==> src/rtl/regfile_access_ctrl.sv <==
// rtl/regfile_access_ctrl.sv - command-driven initiator for the 32x32 register file
// One command in flight: IDLE accepts, EXEC drives the file for one cycle, RESP holds the result.
module regfile_access_ctrl (
    input  logic        clk,
    input  logic        reset_n,
    input  logic        cmd_valid,
    output logic        cmd_ready,
    input  logic [1:0]  cmd_op,
    input  logic [4:0]  cmd_rs1,
    input  logic [4:0]  cmd_rs2,
    input  logic [4:0]  cmd_rd,
    input  logic [31:0] cmd_wdata,
    output logic [4:0]  read_reg1,
    output logic [4:0]  read_reg2,
    input  logic [31:0] read_data1,
    input  logic [31:0] read_data2,
    output logic [4:0]  write_reg,
    output logic [31:0] write_data,
    output logic        reg_write,
    output logic        rsp_valid,
    input  logic        rsp_ready,
    output logic [31:0] rsp_data1,
    output logic [31:0] rsp_data2,
    output logic [15:0] op_count
);

    typedef enum logic [1:0] {
        IDLE = 2'd0,
        EXEC = 2'd1,
        RESP = 2'd2
    } state_t;

    localparam logic [1:0] OP_READ2 = 2'b00;
    localparam logic [1:0] OP_WRITE = 2'b01;
    localparam logic [1:0] OP_COPY  = 2'b10;
    localparam logic [1:0] OP_ADD   = 2'b11;

    state_t      state_q;
    logic [1:0]  op_q;
    logic [4:0]  rs1_q;
    logic [4:0]  rs2_q;
    logic [4:0]  rd_q;
    logic [31:0] wdata_q;
    logic        rsp_valid_q;
    logic [31:0] rsp_data1_q;
    logic [31:0] rsp_data2_q;
    logic [15:0] op_count_q;

    logic [32:0] sum_d;
    logic [31:0] wval_d;
    logic [31:0] data1_d;
    logic [31:0] data2_d;
    logic        exec_live;

    // Results come straight off the file's combinational read ports during EXEC.
    always_comb begin
        sum_d  = {1'b0, read_data1} + {1'b0, read_data2};
        wval_d = read_data1;
        case (op_q)
            OP_WRITE: wval_d = wdata_q;
            OP_COPY:  wval_d = read_data1;
            OP_ADD:   wval_d = sum_d[31:0];
            default:  wval_d = read_data1;
        endcase

        data1_d = wval_d;
        data2_d = 32'd0;
        if (op_q == OP_READ2) begin
            data1_d = read_data1;
            data2_d = read_data2;
        end else if (op_q == OP_ADD) begin
            data2_d = {31'd0, sum_d[32]};
        end
    end

    assign exec_live  = reset_n && (state_q == EXEC);
    assign reg_write  = exec_live && (op_q != OP_READ2) && (rd_q != 5'd0);
    assign write_data = exec_live ? wval_d : 32'd0;
    assign write_reg  = rd_q;
    assign read_reg1  = rs1_q;
    assign read_reg2  = rs2_q;
    assign cmd_ready  = reset_n && (state_q == IDLE);
    assign rsp_valid  = rsp_valid_q;
    assign rsp_data1  = rsp_data1_q;
    assign rsp_data2  = rsp_data2_q;
    assign op_count   = op_count_q;

    always_ff @(posedge clk) begin
        if (!reset_n) begin
            state_q     <= IDLE;
            op_q        <= OP_READ2;
            rs1_q       <= 5'd0;
            rs2_q       <= 5'd0;
            rd_q        <= 5'd0;
            wdata_q     <= 32'd0;
            rsp_valid_q <= 1'b0;
            rsp_data1_q <= 32'd0;
            rsp_data2_q <= 32'd0;
            op_count_q  <= 16'd0;
        end else begin
            case (state_q)
                IDLE: begin
                    if (cmd_valid) begin
                        op_q    <= cmd_op;
                        rs1_q   <= cmd_rs1;
                        rs2_q   <= cmd_rs2;
                        rd_q    <= cmd_rd;
                        wdata_q <= cmd_wdata;
                        state_q <= EXEC;
                    end
                end
                EXEC: begin
                    rsp_data1_q <= data1_d;
                    rsp_data2_q <= data2_d;
                    rsp_valid_q <= 1'b1;
                    state_q     <= RESP;
                end
                RESP: begin
                    if (rsp_ready) begin
                        rsp_valid_q <= 1'b0;
                        op_count_q  <= op_count_q + 16'd1;
                        state_q     <= IDLE;
                    end
                end
                default: begin
                    state_q <= IDLE;
                end
            endcase
        end
    end

endmodule

==> config.mk <==
export PLATFORM = sky130hd
export DESIGN_NAME = regfile_access_ctrl
export DESIGN_NICKNAME = d
export VERILOG_FILES = /design/src/rtl/regfile_access_ctrl.sv
export SDC_FILE = /design/constraint.sdc
export NUM_CORES = 1
export LEC_CHECK = 0
export ABC_CLOCK_PERIOD_IN_PS = 6370
export CORE_ASPECT_RATIO = 1.1
export CORE_MARGIN = 5
export CORE_UTILIZATION = 51
export CTS_BUF_LIST = sky130_fd_sc_hd__clkbuf_8
export DETAILED_ROUTE_END_ITERATION = 8
export GPL_ROUTABILITY_DRIVEN = 0
export HOLD_SLACK_MARGIN = 0.15
export PLACE_DENSITY_LB_ADDON = 0.12
export REMOVE_ABC_BUFFERS = 1
export SYNTH_ARGS = -nofsm -noshare
export SYNTH_HDL_FRONTEND = slang
export SYNTH_SLANG_ARGS = --single-unit
==> constraint.sdc <==
create_clock -name clk -period 6.37 [get_ports clk]
set_input_delay 1.5925 -clock clk [delete_from_list [all_inputs] [get_ports clk]]
set_output_delay 1.5925 -clock clk [all_outputs]
set_load 0.1 [all_outputs]
# == Word level (Yosys, flattened, before mapping) ==
# Index checks and enable logic that the tools add are counted.
# word_totals
register_bits,132
wordCells,41
output_inout_bits,130
input_bits,117
# classes
add_sub_neg,2
n_eq_ne,6
reduce_logical,13
muxes,10
# ops
op,n
32-bit two-way mux,3
32-bit case mux with 2 select lines,1
32-bit by 32-bit adder with 33-bit output,1
16-bit by 1-bit adder with 16-bit output (second input constant),1
2-bit AND reduction,4
2-bit case mux with 3 select lines,1
5-bit nonzero test,1
2-bit by 1-bit equality test with 1-bit output (second input constant),2
2-bit equality test (second input constant),2
1-bit logical AND,4
2-bit zero test,2
2-bit two-way mux,2
2-bit inequality test (second input constant),2
2-bit nonzero test,2
1-bit two-way mux,2
1-bit case mux with 2 select lines,1

# == Logic depth before layout (Yosys ltp) ==
# Gate-level depths: netlist of run 1.
# logic_depth
word_depth,4
ltp_mapped,11
mapped_depth_nobuf,11

# == Least setup slack after synthesis of run 1 ==
# No wires, ideal clock.
# synth_timing
kind,input to output
from,in read_data1[4]
to,out write_data[25]
t_required_ps,4777
t_arrival_ps,5895
stages,9
slack_ps,-1117
path_buffers,0
cell_sequence,ha_1 > a21oi_1 > nand2_1 > o21ai_2 > nand2_1 > a31o_2 > nor3_1 > nor4b_1 > nor4_1
# synth_between
elab_chain_len,3
# synth_lines
element,line,source
from (decl),15,"input logic [31:0] read_data1,"
32-bit by 32-bit adder with 33-bit output,57,"sum_d = {1'b0, read_data1} + {1'b0, read_data2};"
32-bit case mux with 2 select lines,59,case (op_q)
32-bit two-way mux,78,assign write_data = exec_live ? wval_d : 32'd0;
to (decl),18,"output logic [31:0] write_data,"
# No other way between the ends.

# == Worst setup path after layout of run 1 ==
# layout_timing
from,in read_data1[4]
to,out write_data[31]
# The elaborated chain is that of the path after synthesis.

==> flow_metrics.tcl, run 1 <==
set metrics [dict create \
    status "finished clean" \
    clockRootBuffer "clkbuf_8" \
    area_growth_pct 47.9 \
    reg2reg_depth 7 \
    routed_via_density 5.58 \
    rows 45 \
    synthArstFlopShare_pct 0 \
    grtUsageTotal_pct 27.7 \
    yosysMostFrequentCell "nand2_1" \
    die_w_um 123 \
    gr-total-overflow 0 \
    wl_per_cell_um 17.6 \
    ys_top_cells_by_count "nand2_1, dfxtp_1, a21boi_0" \
    cp-start-kind "primary input" \
    worstSetupPathType "primary input to primary output" \
    hold_path_class "flip-flop to flip-flop" \
    die-area_um2 16400 \
    clkSinkCount 132 \
    syn_inst 863 \
    initial_utilization_pct 51.9 \
    clk-insertion-delay-late_ps 440 \
    synth.avg_cell_area_um2 8.26 \
    cp_cell_sequence "clkdlybuf4s50_1 > ha_1 > a21oi_1 > nand2_1 > o21ai_2 > a21oi_1 > a21boi_1 > o21a_1 > mux2_4 > a311oi_2 > buf_12" \
    htree_levels 4 \
    endpoint_kind "primary output" \
    drive_above_1_share_pct 9.89 \
    irDropWorstVdd_mv 0.190 \
    grt_start_max_net_pins 51 \
    synth_edf_count 0 \
    period_share_pct 97.5 \
    rsz0062_at_grt "no" \
    final.setup.tns_ps 0 \
    grt_pass1_vias 7218 \
    cts_max_path_buffers 2 \
    period_needed_ps 6210 \
    synth_top_area_share_pct 37.1 \
    r2r-end "rsp_data1[9]$_SDFFE_PN0P_" \
    finalHoldViolCount 0 \
    yosysWarnings 0 \
    drt_iter0_markers 445 \
    grt_pass1_wl_um 36400 \
    port_buffers 246 \
    ys_seq_elements 132 \
    worstPathRequired_ps 4780 \
    drtPass1Iterations 5 \
    place_ws_ps -3.95 \
    fin_util_pct 76.7 \
    synth_top_area_cell "dfxtp_1" \
    ant_nets 0 \
    slew_headroom_pct 24.8 \
    cts_buffers 17 \
    synth_cell_type_count 67 \
    crit_buf_inv 2 \
    path_depth 11 \
    place_hpwl_um 16800 \
    p_leak_nw 4.21 \
    critical_path_arrival_ps 4620 \
    crit_path_start "read_data1[4]" \
    ys.flop_type "dfxtp_1" \
    critPathTopFamily "compound AO/OA/AOI/OAI gates" \
    r2r_start "op_q[0]$_SDFFE_PN0P_" \
    max_freq_mhz 161 \
    core_region_area_um2 13700 \
    cts_tree "yes" \
    num_io_pins 247 \
    antenna_found_initial 1 \
    worstMarginPinSlew_ps 1120 \
    netlist_area_um2 7130 \
    regToRegSetupSlack_ps 3790 \
    synth_area_leaders "dfxtp_1, nand2_1, a21boi_0, ha_1, a22o_1" \
    drcViolationCount 0 \
    powerDensity_nw_per_um2 230 \
    path_clk_slew_ps 70 \
    finClkSkew_ps 8.27 \
    cp-endpoint "write_data[31]" \
    setup_ws_ps 161 \
    vias 7262 \
    slew_viol_final 0 \
    nets 1251 \
    slowest_stage "clkdlybuf4s50_1" \
    die_height_um 134 \
    maxCapViolations 0 \
    cp_max_fo 5 \
    cpMostUsedCell "a21oi_1" \
    report.final.setup_viol 0 \
    ys_seq_area_share_pct 37.1 \
    fillerInstances 1038 \
    wirelength_um 22900 \
    cpPeakStageDelay_ps 420 \
]
## cell type report
cell class	instances	area (µm²)	share of cell area (%)
Multi-Input combinational cell	663	4270	40.5
Timing Repair Buffer	267	2880	27.3
Sequential cell	132	2650	25.1
Clock buffer	20	275	2.61
Tap cell	188	235	2.23
Clock inverter	11	160	1.52
Inverter	19	71.3	0.677
Antenna cell	1	2.50	0.0237
## worst min-delay path by stage
stage / startpoint / end / slack [ps] / cells past startpoint
after floorplan: wdata_q[18]$_SDFFE_PN0P_ / wdata_q[18]$_SDFFE_PN0P_ / 440 / 2
after global placement: rsp_data1[1]$_SDFFE_PN0P_ / rsp_data1[1]$_SDFFE_PN0P_ / 430 / 1
after detailed placement: rsp_data1[7]$_SDFFE_PN0P_ / rsp_data1[7]$_SDFFE_PN0P_ / 440 / 1
after CTS: rsp_data1[7]$_SDFFE_PN0P_ / rsp_data1[7]$_SDFFE_PN0P_ / 460 / 1
after global routing: rsp_data1[7]$_SDFFE_PN0P_ / rsp_data1[7]$_SDFFE_PN0P_ / 470 / 1
final: rsp_data1[4]$_SDFFE_PN0P_ / rsp_data1[4]$_SDFFE_PN0P_ / 450 / 1
## report_power, final
part           switching, mW  internal (mW)  leakage (nW)
sequential            0.0277          0.867          1.08
clock                  0.323          0.451         0.225
combinational          0.492          0.262          2.90
total                  0.843           1.58          4.21
## cells in the final DEF (no fill, tap or decap), types with 8 or more instances in the layout
cell             netlist  layout
a211oi_1              11      11
a21boi_0              55      54
a21o_1                23      23
a21oi_1               54      54
a22o_1                33      33
and2_1                20      18
buf_12                 0      28
buf_4                  1      26
clkbuf_8               0      20
clkdlybuf4s50_1        0     212
dfxtp_1              132     130
ha_1                  33      33
inv_1                 19      22
mux2i_1               13      12
nand2_1              160     159
nand3_1               16      15
nor2_1                42      42
nor3_1                10       9
nor3b_1                9       8
o21ai_0               51      51
xnor2_1               25      25
xor2_1                12      12
## metrics by stage
step	cell area [µm²]	instances	power [mW]	hold WS (ps)
after floorplan	6940	814	1.40	439
after global placement	10100	1267	1.65	432
after detailed placement	10100	1267	1.65	438
after CTS	10500	1299	2.43	455
after global routing	10500	1301	2.52	465
final	10500	1301	2.42	451
## metal layers
metal	share of wire [%]	routed length, µm	vias to the layer above	GRT usage, %
met5	0	0	-	0
met4	2.6	601	0	9.52
met3	9.7	2220	45	9.15
met2	47	10800	276	46.2
met1	41	9350	3403	33.3
li1	-	-	3538	-
## worst register-to-register path, cell delays in order (launching register included)
cell      delay, ps
dfxtp_2         630
buf_4           430
inv_1           480
or3_1           470
o21ai_0          80
a211oi_1         70
buf_4           170
a21o_1          140
## cell families after synthesis
family	after synthesis	synth area share (%)
and+or+nand+nor	296	18.9
AOI/OAI and AO/OA	281	27.6
DFF	132	37.1
buffers and inverters	68	3.63
xor gates and xnor gates	37	4.55
adders and majority gates	34	6.07
muxes	15	2.19
## what timing repair did
action                                  in CTS  in global routing
hold buffers                                 0                  0
buffers inserted                             1                  1
pin swaps                                    1                  2
endpoints found under the setup margin       1                  4
resized for setup                            1                  7
Power figures use the tool's default switching activity.
==> run 2: changes to the inputs <==
--- a/config.mk
+++ b/config.mk
@@ -5,10 +5,11 @@
 export SDC_FILE = /design/constraint.sdc
 export NUM_CORES = 1
 export LEC_CHECK = 0
+export ABC_AREA = 1
 export ABC_CLOCK_PERIOD_IN_PS = 6370
 export CORE_ASPECT_RATIO = 1.1
 export CORE_MARGIN = 5
-export CORE_UTILIZATION = 51
+export CORE_UTILIZATION = 52
 export CTS_BUF_LIST = sky130_fd_sc_hd__clkbuf_8
 export DETAILED_ROUTE_END_ITERATION = 8
 export GPL_ROUTABILITY_DRIVEN = 0
==> flow_metrics.tcl, run 2 <==
set metrics [dict create \
    period_needed_ps 5900 \
    synth-adder-area-share_pct 5.74 \
    crit_buf_inv 4 \
    cts_setup_buffers 0 \
    power_mw 2.46 \
    slew_viol_final 0 \
    r2r-end "rsp_data1[14]$_SDFFE_PN0P_" \
    worstMarginPinSlew_ps 1070 \
    hold_path_class "flip-flop to flip-flop" \
    slowest_stage "clkdlybuf4s50_1" \
    finClkSkew_ps 9.80 \
    cp_max_fo 5 \
    cpPeakStageDelay_ps 490 \
    status "finished clean" \
    ys.flop_type "dfxtp_1" \
    ant_nets 0 \
    synth_edf_count 0 \
    antenna_found_initial 0 \
    place_hpwl_um 18300 \
    regToRegSetupSlack_ps 3480 \
    endpoint_kind "primary output" \
    rows 46 \
    worstHoldPathCells 2 \
    irDropWorstVdd_mv 0.163 \
    slew_headroom_pct 28.7 \
    path_depth 16 \
    drcViolationCount 0 \
    routed_via_density 5.23 \
    port_buffers 246 \
    drt_iter0_markers 514 \
    wirelength_um 24600 \
    report.final.setup_viol 0 \
    cts_tree "yes" \
    synth_top_area_cell "dfxtp_1" \
    cp-start-kind "primary input" \
    powerDensity_nw_per_um2 226 \
    cts_buffers 17 \
    nets 1570 \
    num_io_pins 247 \
    hp-start "rsp_data2[21]$_SDFFE_PN0P_" \
    cts_resized 0 \
    reg2reg_depth 8 \
    rsz0062_at_grt "no" \
    r2r_start "state_q[0]$_SDFFE_PN0P_" \
    core_region_area_um2 14300 \
    synth_compound_area_share_pct 16.2 \
    ys_seq_area_share_pct 35.0 \
    synthMuxAreaShare_pct 0 \
    final.setup.tns_ps 0 \
    synth_top_family_by_area "simple AND/OR/NAND/NOR gates" \
    yosysWarnings 0 \
    finalHoldViolCount 0 \
    grtUsageTotal_pct 28.3 \
    grt_pass1_vias 8122 \
    final_cell_mix "nand2_1, clkdlybuf4s50_1, inv_1" \
    critical_path_arrival_ps 4310 \
    gr-total-overflow 0 \
    clk-insertion-delay-late_ps 460 \
    netlist_area_um2 7550 \
    synth.avg_cell_area_um2 6.37 \
    drive_above_1_share_pct 6.36 \
    wl_per_cell_um 15.2 \
    cp_cell_sequence "clkdlybuf4s50_1 > ha_1 > inv_1 > fa_1 > inv_1 > nand2_1 > a21oi_2 > nand2_1 > nand2_1 > nand2_1 > nand2_1 > nand2_1 > nand3_1 > nand3_1 > a21oi_1 > buf_12" \
    worstPathRequired_ps 4780 \
    ys_top_cells_by_count "nand2_1, inv_1, nor2_1" \
    die-area_um2 17000 \
    syn_inst 1185 \
    period_share_pct 92.6 \
    synth-simple-area-share_pct 31.6 \
    place_ws_ps 502 \
    synthArstFlopShare_pct 0 \
    holdBufCountCts 0 \
    synth_top_area_share_pct 35.0 \
    p_leak_nw 5.06 \
    fillerInstances 1135 \
    path_clk_slew_ps 70 \
    area_growth_pct 44.6 \
    cpMostUsedCell "nand2_1" \
    vias 8481 \
    maxCapViolations 0 \
    synth_area_leaders "dfxtp_1, nand2_1, inv_1, nor2_1, o21ai_0" \
    clkSinkCount 132 \
    critPathTopFamily "buffers and inverters" \
    whs_endpoint "rsp_data2[21]$_SDFFE_PN0P_" \
    ys_seq_elements 132 \
    clockRootBuffer "clkbuf_8" \
    initial_utilization_pct 52.7 \
    synth_xor_area_share_pct 0.348 \
    drtPass1Iterations 5 \
    htree_levels 4 \
    final_common_cell "nand2_1" \
    die_w_um 125 \
    yosysMostFrequentCell "nand2_1" \
    grt_pass1_wl_um 38900 \
    insertedDiodeCount 0 \
    grt_start_max_net_pins 67 \
    worstSetupPathType "primary input to primary output" \
    cts_max_path_buffers 2 \
    die_height_um 136 \
    synth_cell_type_count 38 \
    max_freq_mhz 169 \
    setup_ws_ps 469 \
]
## run 2: cell type report
cell class | instances | area, µm² | area share (%)
clock buffer | 22 | 303 | 2.77
clock inverter | 9 | 128 | 1.17
tap | 192 | 240 | 2.20
multi-input combinational | 833 | 4080 | 37.4
inverter | 181 | 679 | 6.22
timing repair buffer | 254 | 2850 | 26.1
sequential | 132 | 2640 | 24.2
## run 2: through the flow
stage | cell area, µm² | utilization, % | hold WS [ps] | instances
5_1_grt | 10900 | 76.2 | 470 | 1623
2_1_floorplan | 7390 | - | 455 | 1146
4_1_cts | 10900 | 76.2 | 457 | 1623
3_5_place_dp | 10500 | 73.2 | 444 | 1592
3_3_place_gp | 10500 | 73.2 | 436 | 1592
6_report | 10900 | 76.2 | 455 | 1623
## run 2: power breakdown
part | internal (mW) | switching [mW] | total, mW
clock | 0.435 | 0.331 | 0.766
sequential | 0.875 | 0.0265 | 0.902
combinational | 0.253 | 0.543 | 0.796
## run 2: cell families (layout without fill, tap and decap cells)
family,after synthesis,after routing
AO/OA/AOI/OAI,218,218
XOR/XNOR,3,3
adder cells (fa/ha/maj),34,34
buffers and inverters,220,466
flip-flops,132,132
AND/OR/NAND/NOR,578,578
## run 2: tightest hold or removal path, delay by kind of cell (launching register included)
family / cells / cell delay [ps]
and+or+nand+nor: 1 / 50
DFF: 1 / 320
AOI/OAI and AO/OA: 1 / 50
## run 2: worst max path at each step
stage,from,to,slack [ps]
2_1_floorplan,reset_n,reg_write,250
3_3_place_gp,read_data2[0],write_data[30],570
3_5_place_dp,read_data2[0],write_data[30],500
4_1_cts,read_data2[0],write_data[30],480
5_1_grt,read_data1[0],write_data[30],280
6_report,read_data2[0],write_data[30],470
## run 2: metal layers
layer / global-route usage [%] / part of all wire, % / vias up
li1: - / - / 4225
met2: 50.1 / 49 / 338
met4: 11.2 / 2.8 / 0
met5: 0 / 0 / -
met1: 31.5 / 39 / 3866
met3: 9.71 / 9.1 / 52
